==> config.mk <==
export PLATFORM = sky130hd
export DESIGN_NAME = riscv_alu_ctrl
export DESIGN_NICKNAME = d
export VERILOG_FILES = /design/src/rtl/riscv_alu_ctrl.sv
export SDC_FILE = /design/constraint.sdc
export NUM_CORES = 1
export LEC_CHECK = 0
export ABC_AREA = 1
export ABC_CLOCK_PERIOD_IN_PS = 2200
export CAP_MARGIN = 25
export CELL_PAD_IN_SITES_DETAIL_PLACEMENT = 0
export CELL_PAD_IN_SITES_GLOBAL_PLACEMENT = 1
export CORE_MARGIN = 2
export CORE_UTILIZATION = 36
export CTS_BUF_LIST = sky130_fd_sc_hd__clkbuf_8 sky130_fd_sc_hd__clkbuf_16
export CTS_CLUSTER_DIAMETER = 50
export CTS_CLUSTER_SIZE = 16
export DETAILED_ROUTE_END_ITERATION = 6
export GPL_ROUTABILITY_DRIVEN = 0
export PLACE_DENSITY = 0.83
export SYNTH_ARGS = -nofsm -noshare
export SYNTH_HDL_FRONTEND = slang
export SYNTH_SLANG_ARGS = --single-unit
==> constraint.sdc <==
create_clock -name clk -period 2.2 [get_ports clk]
set_clock_uncertainty 0.05 [all_clocks]
set_input_delay 0.55 -clock clk [delete_from_list [all_inputs] [get_ports clk]]
set_output_delay 0.55 -clock clk [all_outputs]
set_load 0.05 [all_outputs]
==> src/rtl/riscv_alu_ctrl.sv <==
// Execute-stage issue controller: decodes RV32I into ALU ops, drives the external ALU
// from the S1 registers and captures the result plus writeback/redirect info in S2.
module riscv_alu_ctrl #(
    parameter int XLEN        = 32,
    parameter int CHECK_ALIGN = 1
) (
    input  logic            clk,
    input  logic            rst_n,
    input  logic            flush,
    input  logic            in_valid,
    output logic            in_ready,
    input  logic [31:0]     in_instr,
    input  logic [XLEN-1:0] in_pc,
    input  logic [XLEN-1:0] in_rs1,
    input  logic [XLEN-1:0] in_rs2,
    output logic [XLEN-1:0] alu_a,
    output logic [XLEN-1:0] alu_b,
    output logic [4:0]      alu_op,
    input  logic            alu_flag,
    input  logic [XLEN-1:0] alu_result,
    output logic            out_valid,
    input  logic            out_ready,
    output logic [XLEN-1:0] out_pc,
    output logic [4:0]      out_rd_addr,
    output logic [XLEN-1:0] out_rd_data,
    output logic            out_rd_we,
    output logic            out_br_taken,
    output logic [XLEN-1:0] out_br_target,
    output logic            out_illegal,
    output logic            out_misaligned
);
    localparam logic [4:0] OP_ADD = 5'b00000;

    typedef struct packed {
        logic [4:0]      op;
        logic [XLEN-1:0] a;
        logic [XLEN-1:0] b;
        logic [XLEN-1:0] pc;
        logic [XLEN-1:0] tgt;
        logic [4:0]      rd;
        logic            br;
        logic            jmp;
        logic            we;
        logic            ill;
    } s1_t;

    typedef struct packed {
        logic [XLEN-1:0] pc;
        logic [XLEN-1:0] data;
        logic [XLEN-1:0] tgt;
        logic [4:0]      rd;
        logic            we;
        logic            taken;
        logic            ill;
        logic            mis;
    } s2_t;

    logic s1_valid_q, s1_valid_d, s2_valid_q, s2_valid_d;
    s1_t  s1_q, s1_d, dec;
    s2_t  s2_q, s2_d;
    logic s1_adv, accept, taken, legal;

    logic [6:0]      opc, f7;
    logic [2:0]      f3;
    logic [4:0]      rd;
    logic [XLEN-1:0] imm_i, imm_b, imm_u, imm_j, shamt, jalr_sum;

    assign opc   = in_instr[6:0];
    assign rd    = in_instr[11:7];
    assign f3    = in_instr[14:12];
    assign f7    = in_instr[31:25];
    assign imm_i = {{(XLEN-12){in_instr[31]}}, in_instr[31:20]};
    assign imm_b = {{(XLEN-12){in_instr[31]}}, in_instr[7], in_instr[30:25], in_instr[11:8], 1'b0};
    assign imm_u = {in_instr[31:12], 12'b0};
    assign imm_j = {{(XLEN-20){in_instr[31]}}, in_instr[19:12], in_instr[20], in_instr[30:21], 1'b0};
    // Shift immediates present only the shift amount, so alu_b never carries the funct7 bits.
    assign shamt    = {{(XLEN-5){1'b0}}, in_instr[24:20]};
    assign jalr_sum = in_rs1 + imm_i;

    always_comb begin
        dec    = '0;
        dec.op = OP_ADD;
        dec.pc = in_pc;
        dec.rd = rd;
        legal  = 1'b1;
        case (opc)
            7'b0110011: begin
                dec.op = {1'b0, f7[5], f3};
                dec.a  = in_rs1;
                dec.b  = in_rs2;
                legal  = (f7 == 7'b0) || (f7 == 7'b0100000 && (f3 == 3'b000 || f3 == 3'b101));
            end
            7'b0010011: begin
                dec.op = {2'b00, f3};
                dec.a  = in_rs1;
                dec.b  = imm_i;
                if (f3 == 3'b001) begin
                    dec.b = shamt;
                    legal = (f7 == 7'b0);
                end else if (f3 == 3'b101) begin
                    dec.op = {1'b0, in_instr[30], f3};
                    dec.b  = shamt;
                    legal  = (f7 == 7'b0) || (f7 == 7'b0100000);
                end
            end
            7'b1100011: begin
                dec.op  = {2'b11, f3};
                dec.a   = in_rs1;
                dec.b   = in_rs2;
                dec.br  = 1'b1;
                dec.tgt = in_pc + imm_b;
                legal   = (f3 != 3'b010) && (f3 != 3'b011);
            end
            7'b0110111: dec.b = imm_u;
            7'b0010111: begin
                dec.a = in_pc;
                dec.b = imm_u;
            end
            7'b1101111: begin
                dec.a   = in_pc;
                dec.b   = XLEN'(4);
                dec.jmp = 1'b1;
                dec.tgt = in_pc + imm_j;
            end
            7'b1100111: begin
                dec.a   = in_pc;
                dec.b   = XLEN'(4);
                dec.jmp = 1'b1;
                dec.tgt = {jalr_sum[XLEN-1:1], 1'b0};
                legal   = (f3 == 3'b000);
            end
            default: legal = 1'b0;
        endcase
        if (!legal) begin
            dec.op  = OP_ADD;
            dec.a   = '0;
            dec.b   = '0;
            dec.br  = 1'b0;
            dec.jmp = 1'b0;
            dec.tgt = '0;
        end
        dec.ill = !legal;
        dec.we  = legal && !dec.br && (rd != 5'd0);
    end

    always_comb begin
        s1_adv   = s1_valid_q & (!s2_valid_q | out_ready);
        in_ready = !flush & (!s1_valid_q | s1_adv);
        accept   = in_valid & in_ready;
        taken    = s1_q.jmp | (s1_q.br & alu_flag);

        s1_valid_d = s1_valid_q;
        s1_d       = s1_q;
        if (flush)       s1_valid_d = 1'b0;
        else if (accept) begin
            s1_valid_d = 1'b1;
            s1_d       = dec;
        end else if (s1_adv) s1_valid_d = 1'b0;

        s2_valid_d = s2_valid_q;
        s2_d       = s2_q;
        if (s1_adv) begin
            s2_d.pc    = s1_q.pc;
            s2_d.rd    = s1_q.rd;
            s2_d.data  = s1_q.ill ? '0 : alu_result;
            s2_d.we    = s1_q.we;
            s2_d.taken = taken;
            s2_d.tgt   = s1_q.tgt;
            s2_d.ill   = s1_q.ill;
            s2_d.mis   = (CHECK_ALIGN != 0) & taken & s1_q.tgt[1];
        end
        if (flush)          s2_valid_d = 1'b0;
        else if (s1_adv)    s2_valid_d = 1'b1;
        else if (out_ready) s2_valid_d = 1'b0;
    end

    always_ff @(posedge clk or negedge rst_n) begin
        if (!rst_n) begin
            s1_valid_q <= 1'b0;
            s2_valid_q <= 1'b0;
            s1_q       <= '0;
            s2_q       <= '0;
        end else begin
            s1_valid_q <= s1_valid_d;
            s2_valid_q <= s2_valid_d;
            s1_q       <= s1_d;
            s2_q       <= s2_d;
        end
    end

    assign alu_a          = s1_valid_q ? s1_q.a  : '0;
    assign alu_b          = s1_valid_q ? s1_q.b  : '0;
    assign alu_op         = s1_valid_q ? s1_q.op : OP_ADD;
    assign out_valid      = s2_valid_q;
    assign out_pc         = s2_q.pc;
    assign out_rd_addr    = s2_q.rd;
    assign out_rd_data    = s2_q.data;
    assign out_rd_we      = s2_q.we;
    assign out_br_taken   = s2_q.taken;
    assign out_br_target  = s2_q.tgt;
    assign out_illegal    = s2_q.ill;
    assign out_misaligned = s2_q.mis;
endmodule
==> flow_metrics.tcl, run 1 <==
set metrics [dict create \
    ant_nets 0 \
    drtIter0Drc 1311 \
    required_ns 2.58 \
    rows 76 \
    max_freq_mhz 397 \
    port_buffers 341 \
    wl_um 67300 \
    cts_root_buf "clkbuf_16" \
    cts_tree "built" \
    setup_violations 87 \
    ys_ff_latch 249 \
    min_from "s1_q[31]" \
    post-route-cell-area_um2 26300 \
    design.die.area_um2 44900 \
    routedWlPerCell_um 19.0 \
    ios 342 \
    fin_crit_ns 2.52 \
    core_um2 42900 \
    violations "negative setup slack" \
    crit_fanout 8 \
    worstSetupPathType "input pin to flop" \
    hpwl_um 48400 \
    yosysWarnings 0 \
    grt_max_degree 60 \
    rsz0062_at_grt "yes" \
    ir_worst_vdd_mv 0.438 \
    h-tree-depth 2 \
    grt_pass1_vias 17400 \
    drt_first_pass_iters 5 \
    avgSynthCellArea_um2 6.84 \
    clk_path_buf_depth 3 \
    layout_commonest_cell "nand2_1" \
    yosysUniqueCellTypes 39 \
    clkLatencyLatePin_ns 0.56 \
    synthesis.instances 2277 \
    grt_overflow 0 \
    hold_violations 0 \
    netlist_area_um2 15600 \
    vias 17700 \
    nets 3162 \
    clkTransAtPathRegs_ns 0.06 \
    die-width_um 212 \
    hold_ws_ns 0.433 \
    antenna_found_initial 6 \
    p_per_area_nw_per_um2 576 \
    placed_area_um2 22700 \
    initial_core_util_pct 36.3 \
    p_leak_nw 14.4 \
    crit_start "in_instr[4]" \
    layout_setup_ws_ns -0.322 \
    cp-end-kind "flop" \
    seq_area_frac_synth_pct 40.0 \
    hold_class "flop to flop" \
    startpoint_type "input pin" \
    cap_viol_max_count 0 \
    cts_made_buffers 36 \
    die_h_um 212 \
    final_cell_mix "nand2_1 (694), buf_4 (342), inv_1 (283), dfrtp_1 (248), clkdlybuf4s50_1 (152)" \
    max_slew.worst_pin.slew_ns 0.534 \
    syn_to_final_growth_pct 69.0 \
    setup_tns_ns -9.91 \
    slew_viol_final 0 \
    timing.rr.start "s1_valid_q" \
    place_ws_ns -1.50 \
    grt_pass1_wl_um 99100 \
    drive_gt1_share_pct 31.4 \
    drc 0 \
    status "complete, but fails checks" \
    fin_util_pct 61.3 \
    max_slew_margin_pct 64.6 \
    syn_nets 2508 \
    grtUsageTotal_pct 29.0 \
    cp_data_arrival_time_ns 2.90 \
    clock-sinks 249 \
    min_period_over_period_pct 115 \
    vias_per_cell 4.99 \
]
-- critical path: stages --
cell and delay, ns:
buf_6 0.10, inv_4 0.04, nand3_4 0.08, nor3_4 0.24, nand2_4 0.12, buf_12 0.16, o21ai_1 0.27, ha_4 0.29
nand2_2 0.10, nand2_1 0.08, nand2_2 0.09, nand2_2 0.06, nand2_2 0.07, nand3_4 0.12, buf_4 0.16, o21ai_2 0.14
o21ai_1 0.09, nand2_1 0.07, o21ai_1 0.06
-- what timing repair did --
action / in CTS / in global routing
endpoints found under the setup margin: 183 / 172
pin swaps: 34 / 96
resized for setup: 385 / 290
hold endpoints to repair: 41 / 0
cloned: 16 / 0
buffers inserted: 30 / 18
hold buffers: 1 / 0
-- sequential cells by signal, indices dropped and copies added, names as in the netlist --
| signal | flops |
|---|---|
| out_pc | 32 |
| out_valid | 1 |
| out_misaligned | 1 |
| out_rd_data | 32 |
| s1_q | 142 |
| s1_valid_q | 1 |
| out_illegal | 1 |
| out_rd_addr | 5 |
| out_br_taken | 1 |
| out_rd_we | 1 |
| out_br_target | 32 |
-- synthesized netlist by cell type --
master	count	share of area (%)
clkinv_1	2	0.048
a21o_1	1	0.048
a22oi_1	35	1.7
and2_1	3	0.12
or2_2	4	0.16
nand2_2	2	0.080
buf_1	1	0.024
clkbuf_1	62	1.5
nor2_1	133	3.2
dfrtp_1	249	40
nor2_2	1	0.040
buf_4	3	0.14
o21a_1	1	0.048
a221oi_1	20	1.1
and3_1	1	0.040
inv_2	9	0.22
xnor2_1	6	0.34
o22ai_1	5	0.20
a31oi_1	2	0.080
nand3_1	121	3.9
buf_6	2	0.14
a22o_1	33	1.9
o21ai_0	160	5.1
buf_2	11	0.35
nand2_1	846	20
o31ai_1	2	0.096
nand4_1	11	0.44
o21ai_1	24	0.77
nor3_4	2	0.21
o21bai_1	6	0.29
a21oi_1	59	1.9
ha_1	63	5.1
xor2_1	3	0.17
nor3_2	2	0.13
nor3_1	8	0.26
fa_1	2	0.26
o211ai_1	2	0.096
nand3b_1	9	0.43
inv_1	371	8.9
-- layer usage --
layer	GRT usage, %	wire (um)	up-vias
met2	46.3	30400	705
met5	0	0	-
li1	-	-	8505
met3	4.55	5280	184
met1	37.9	27900	8323
met4	15.2	3760	0
-- area by class of cell --
cell class | instances | area (um2)
Sequential cell | 249 | 6230
Tap cell | 585 | 732
Fill cell | 3652 | 16600
Timing Repair Buffer | 695 | 7260
Clock inverter | 29 | 354
Clock buffer | 36 | 901
Multi-Input combinational cell | 1567 | 9300
Inverter | 382 | 1510
Antenna cell | 5 | 12.5
-- power by group --
part / leakage, nW / switching, W / internal (W)
clock network: 0.612 / 0.00254 / 0.00350
logic: 10.4 / 0.00252 / 0.00165
registers: 3.36 / 0.000115 / 0.00483
-- metrics by stage --
stage | cells | power, W
detailed placement | 3428 | 0.00860
floorplan | 2277 | 0.00683
CTS | 3539 | 0.0150
global placement | 3428 | 0.00856
finish | 3548 | 0.0151
global route | 3548 | 0.0157
-- kinds of logic (layout without fill, tap and decap cells) --
group	Yosys count	after routing	synth area share [%]
AOI/OAI and AO/OA	350	350	13.3
xor gates and xnor gates	9	9	0.506
adders and majority gates	65	65	5.32
buffers and inverters	461	1142	11.4
DFF	249	249	40.0
other	0	5	0
and+or+nand+nor	1143	1143	29.4
-- path summary, 6_finish.rpt --
| check | cells after the start | end | slack (ns) |
|---|---|---|---|
| max in group asynchronous | 3 | s1_q[91] | 0.92 |
| max reg2reg | 9 | s1_q[18] | 0.15 |
| max | 19 | s1_q[19] | -0.32 |
| min | 2 | out_br_target[22] | 0.43 |
| min in group asynchronous | 2 | s1_q[63] | 0.45 |
| min reg2reg | 2 | out_br_target[22] | 0.43 |
(Power assumes the default switching activity.)
==> inputs of run 2 (changes only) <==
--- a/config.mk
+++ b/config.mk
@@ -14,7 +14,7 @@
 export CORE_UTILIZATION = 36
 export CTS_BUF_LIST = sky130_fd_sc_hd__clkbuf_8 sky130_fd_sc_hd__clkbuf_16
 export CTS_CLUSTER_DIAMETER = 50
-export CTS_CLUSTER_SIZE = 16
+export CTS_CLUSTER_SIZE = 12
 export DETAILED_ROUTE_END_ITERATION = 6
 export GPL_ROUTABILITY_DRIVEN = 0
 export PLACE_DENSITY = 0.83
==> run 2 against run 1 <==
Compared with the run above: the flow still finishes with violations (negative setup slack); fmax is 2.7% lower; non-clock buffer count grew 10; count of clock-buffer cells in the layout is 5 higher; combinational power increased by 3%; final cell count increased by 0.25%; routed wire length rose by 0.81%; total power increased by 1.3%; register-to-register slack worse by 0.13 ns; critical path depth stayed put; first-iteration DRC count grew 23%; clock power increased by 1%; critical path type unchanged; highest routed layer unchanged.
==> flow_metrics.tcl, run 2 (synthesis gave the netlist of run 1 again) <==
set metrics [dict create \
    status "complete, but fails checks" \
    violations "negative setup slack" \
    initial_core_util_pct 36.3 \
    grt_pass1_vias 17600 \
    largest_reg_flops 142 \
    drc 0 \
    rrSetupSlack_ns 0.02 \
    grt_pass1_wl_um 101000 \
    worstSetupPathDepth 19 \
    clkLatencyLatePin_ns 0.56 \
    crit_fanout 5 \
    cp-end-kind "flop" \
    r2r-end "s1_q[116]" \
    design.die.area_um2 44900 \
    setup_tns_ns -17.81 \
    setup_violations 91 \
    vias 17900 \
    path_common_cell "nand2_1" \
    p_int_w 0.0103 \
    final_cell_mix "nand2_1 (678), buf_4 (338), inv_1 (281), dfrtp_1 (248), clkdlybuf4s50_1 (150)" \
    pwr-share-comb_pct 27.8 \
    h-tree-depth 2 \
    slew_viol_final 0 \
    busiest_layer "met2" \
    cts_made_buffers 37 \
    crit_buf_inv 5 \
    die-width_um 212 \
    rsz0062_at_grt "yes" \
    cts_tree "built" \
    clkTransAtPathRegs_ns 0.06 \
    cts_root_buf "clkbuf_16" \
    ant_nets 0 \
    antenna_found_initial 7 \
    layout_setup_ws_ns -0.392 \
    crit_family "buffers and inverters" \
    wl_um 67900 \
    pwr-share-seq_pct 32.2 \
    grt_use_met1_pct 38.3 \
    ir_worst_vdd_mv 0.456 \
    max_freq_mhz 386 \
    p_per_area_nw_per_um2 576 \
    hold_depth 2 \
    required_ns 2.60 \
    p_leak_nw 14.6 \
    p_total_w 0.0153 \
    grt_use_met2_pct 47.1 \
    vias_per_cell 5.04 \
    rows 76 \
    fin_util_pct 62.1 \
    grt_overflow 0 \
    min_period_over_period_pct 118 \
    clock-sinks 249 \
    power_frac_clock_pct 40.0 \
    crit_slowest_cell "clkdlybuf4s50_1" \
    clk_path_buf_depth 3 \
    use_met3_pct 5.19 \
    drive_gt1_share_pct 32.5 \
    crit_start "in_instr[21]" \
    largest-register "s1_q" \
    worstSetupPathType "input pin to flop" \
    startpoint_type "input pin" \
    switching_share_pct 33.0 \
    syn_to_final_growth_pct 71.0 \
    grt_max_degree 60 \
    crit_chain "clkdlybuf4s50_1, inv_1, o21ai_2, ha_2, inv_2, fa_2, inv_4, nand2_2, nand3_2, nand2_1, nand2_2, buf_6, nand2_4, nand2_2, nand2_1, nand3_1, nand2_1, nand2_1, nand2_1" \
    slowest_delay_ns 0.49 \
    max_slew.worst_pin.slew_ns 0.532 \
    routedWlPerCell_um 19.1 \
    fin_cells 3557 \
    cp_data_arrival_time_ns 2.99 \
    hold_class "flop to flop" \
    place_ws_ns -1.50 \
    drtIter0Drc 1615 \
    drt_first_pass_iters 6 \
    die_h_um 212 \
    grtUsageTotal_pct 29.4 \
    max_slew_margin_pct 64.7 \
    reg2regPathDepth 12 \
    timing.rr.start "s1_valid_q" \
    hpwl_um 48400 \
    fin_crit_ns 2.59 \
    hold_violations 0 \
    core_um2 42900 \
    nets 3173 \
    port_buffers 341 \
    ios 342 \
    layout_commonest_cell "nand2_1" \
    endpoint "s1_q[40]" \
    cap_viol_max_count 0 \
    power_switching_w 0.00506 \
    placed_cells 3428 \
]
[run 2: stage by stage]
step                      hold slack (ns)  cell area (um2)
after floorplan                     0.204            15700
after global placement              0.416            22700
after detailed placement            0.422            22700
after CTS                           0.432            25900
after global routing                0.450            26600
final                               0.430            26600
[run 2: how the worst min path moves through the flow]
stage | start | endpoint | slack, ns
detailed placement | s1_q[77] | s1_q[77] | 0.42
global route | out_br_taken | out_br_taken | 0.45
CTS | out_rd_addr[1] | out_rd_addr[1] | 0.43
floorplan | rst_n | out_br_taken | 0.20
finish | s1_q[31] | s1_q[31] | 0.43
global placement | s1_q[106] | s1_q[106] | 0.42
[run 2: worst reg2reg max path, stage by stage, from the launching register on]
cell and delay, ns:
dfrtp_2 0.51, buf_4 0.18, buf_6 0.11, nand3_4 0.07, nand2_2 0.08, buf_4 0.14
nor2_4 0.25, nand2_4 0.15, inv_6 0.14, buf_4 0.15, buf_16 0.13, nand3_1 0.09
nand2_1 0.07
[run 2: per-layer routing]
metal | vias up | part of all wire [%] | wire (um)
li1 | 8525 | - | -
met1 | 8415 | 41 | 28000
met2 | 799 | 45 | 30600
met3 | 196 | 8.4 | 5670
met4 | 0 | 5.2 | 3530
met5 | - | 0 | 0
[run 2: power groups by stage]
stage	sequential, W	clock (W)	combinational (W)
6_report	0.00495	0.00613	0.00427
5_1_grt	0.00497	0.00640	0.00456
4_1_cts	0.00495	0.00623	0.00400
3_5_place_dp	0.00503	0	0.00358
3_3_place_gp	0.00501	0	0.00354
2_1_floorplan	0.00554	0	0.00129
[run 2: layout make-up]
class	count	area [um2]
Inverter	382	1550
Tap cell	585	732
Sequential cell	249	6230
Clock buffer	41	981
Timing Repair Buffer	705	7410
Clock inverter	22	270
Multi-Input combinational cell	1567	9430
Fill cell	3584	16300
Antenna cell	6	15.0
[run 2: timing repair]
action,in CTS,in global routing
setup buffers,35,19
hold endpoints to repair,41,0
gates resized for setup,542,183
pin swaps,70,111
hold buffers,1,0
setup endpoints to repair,184,167
gates cloned,16,0
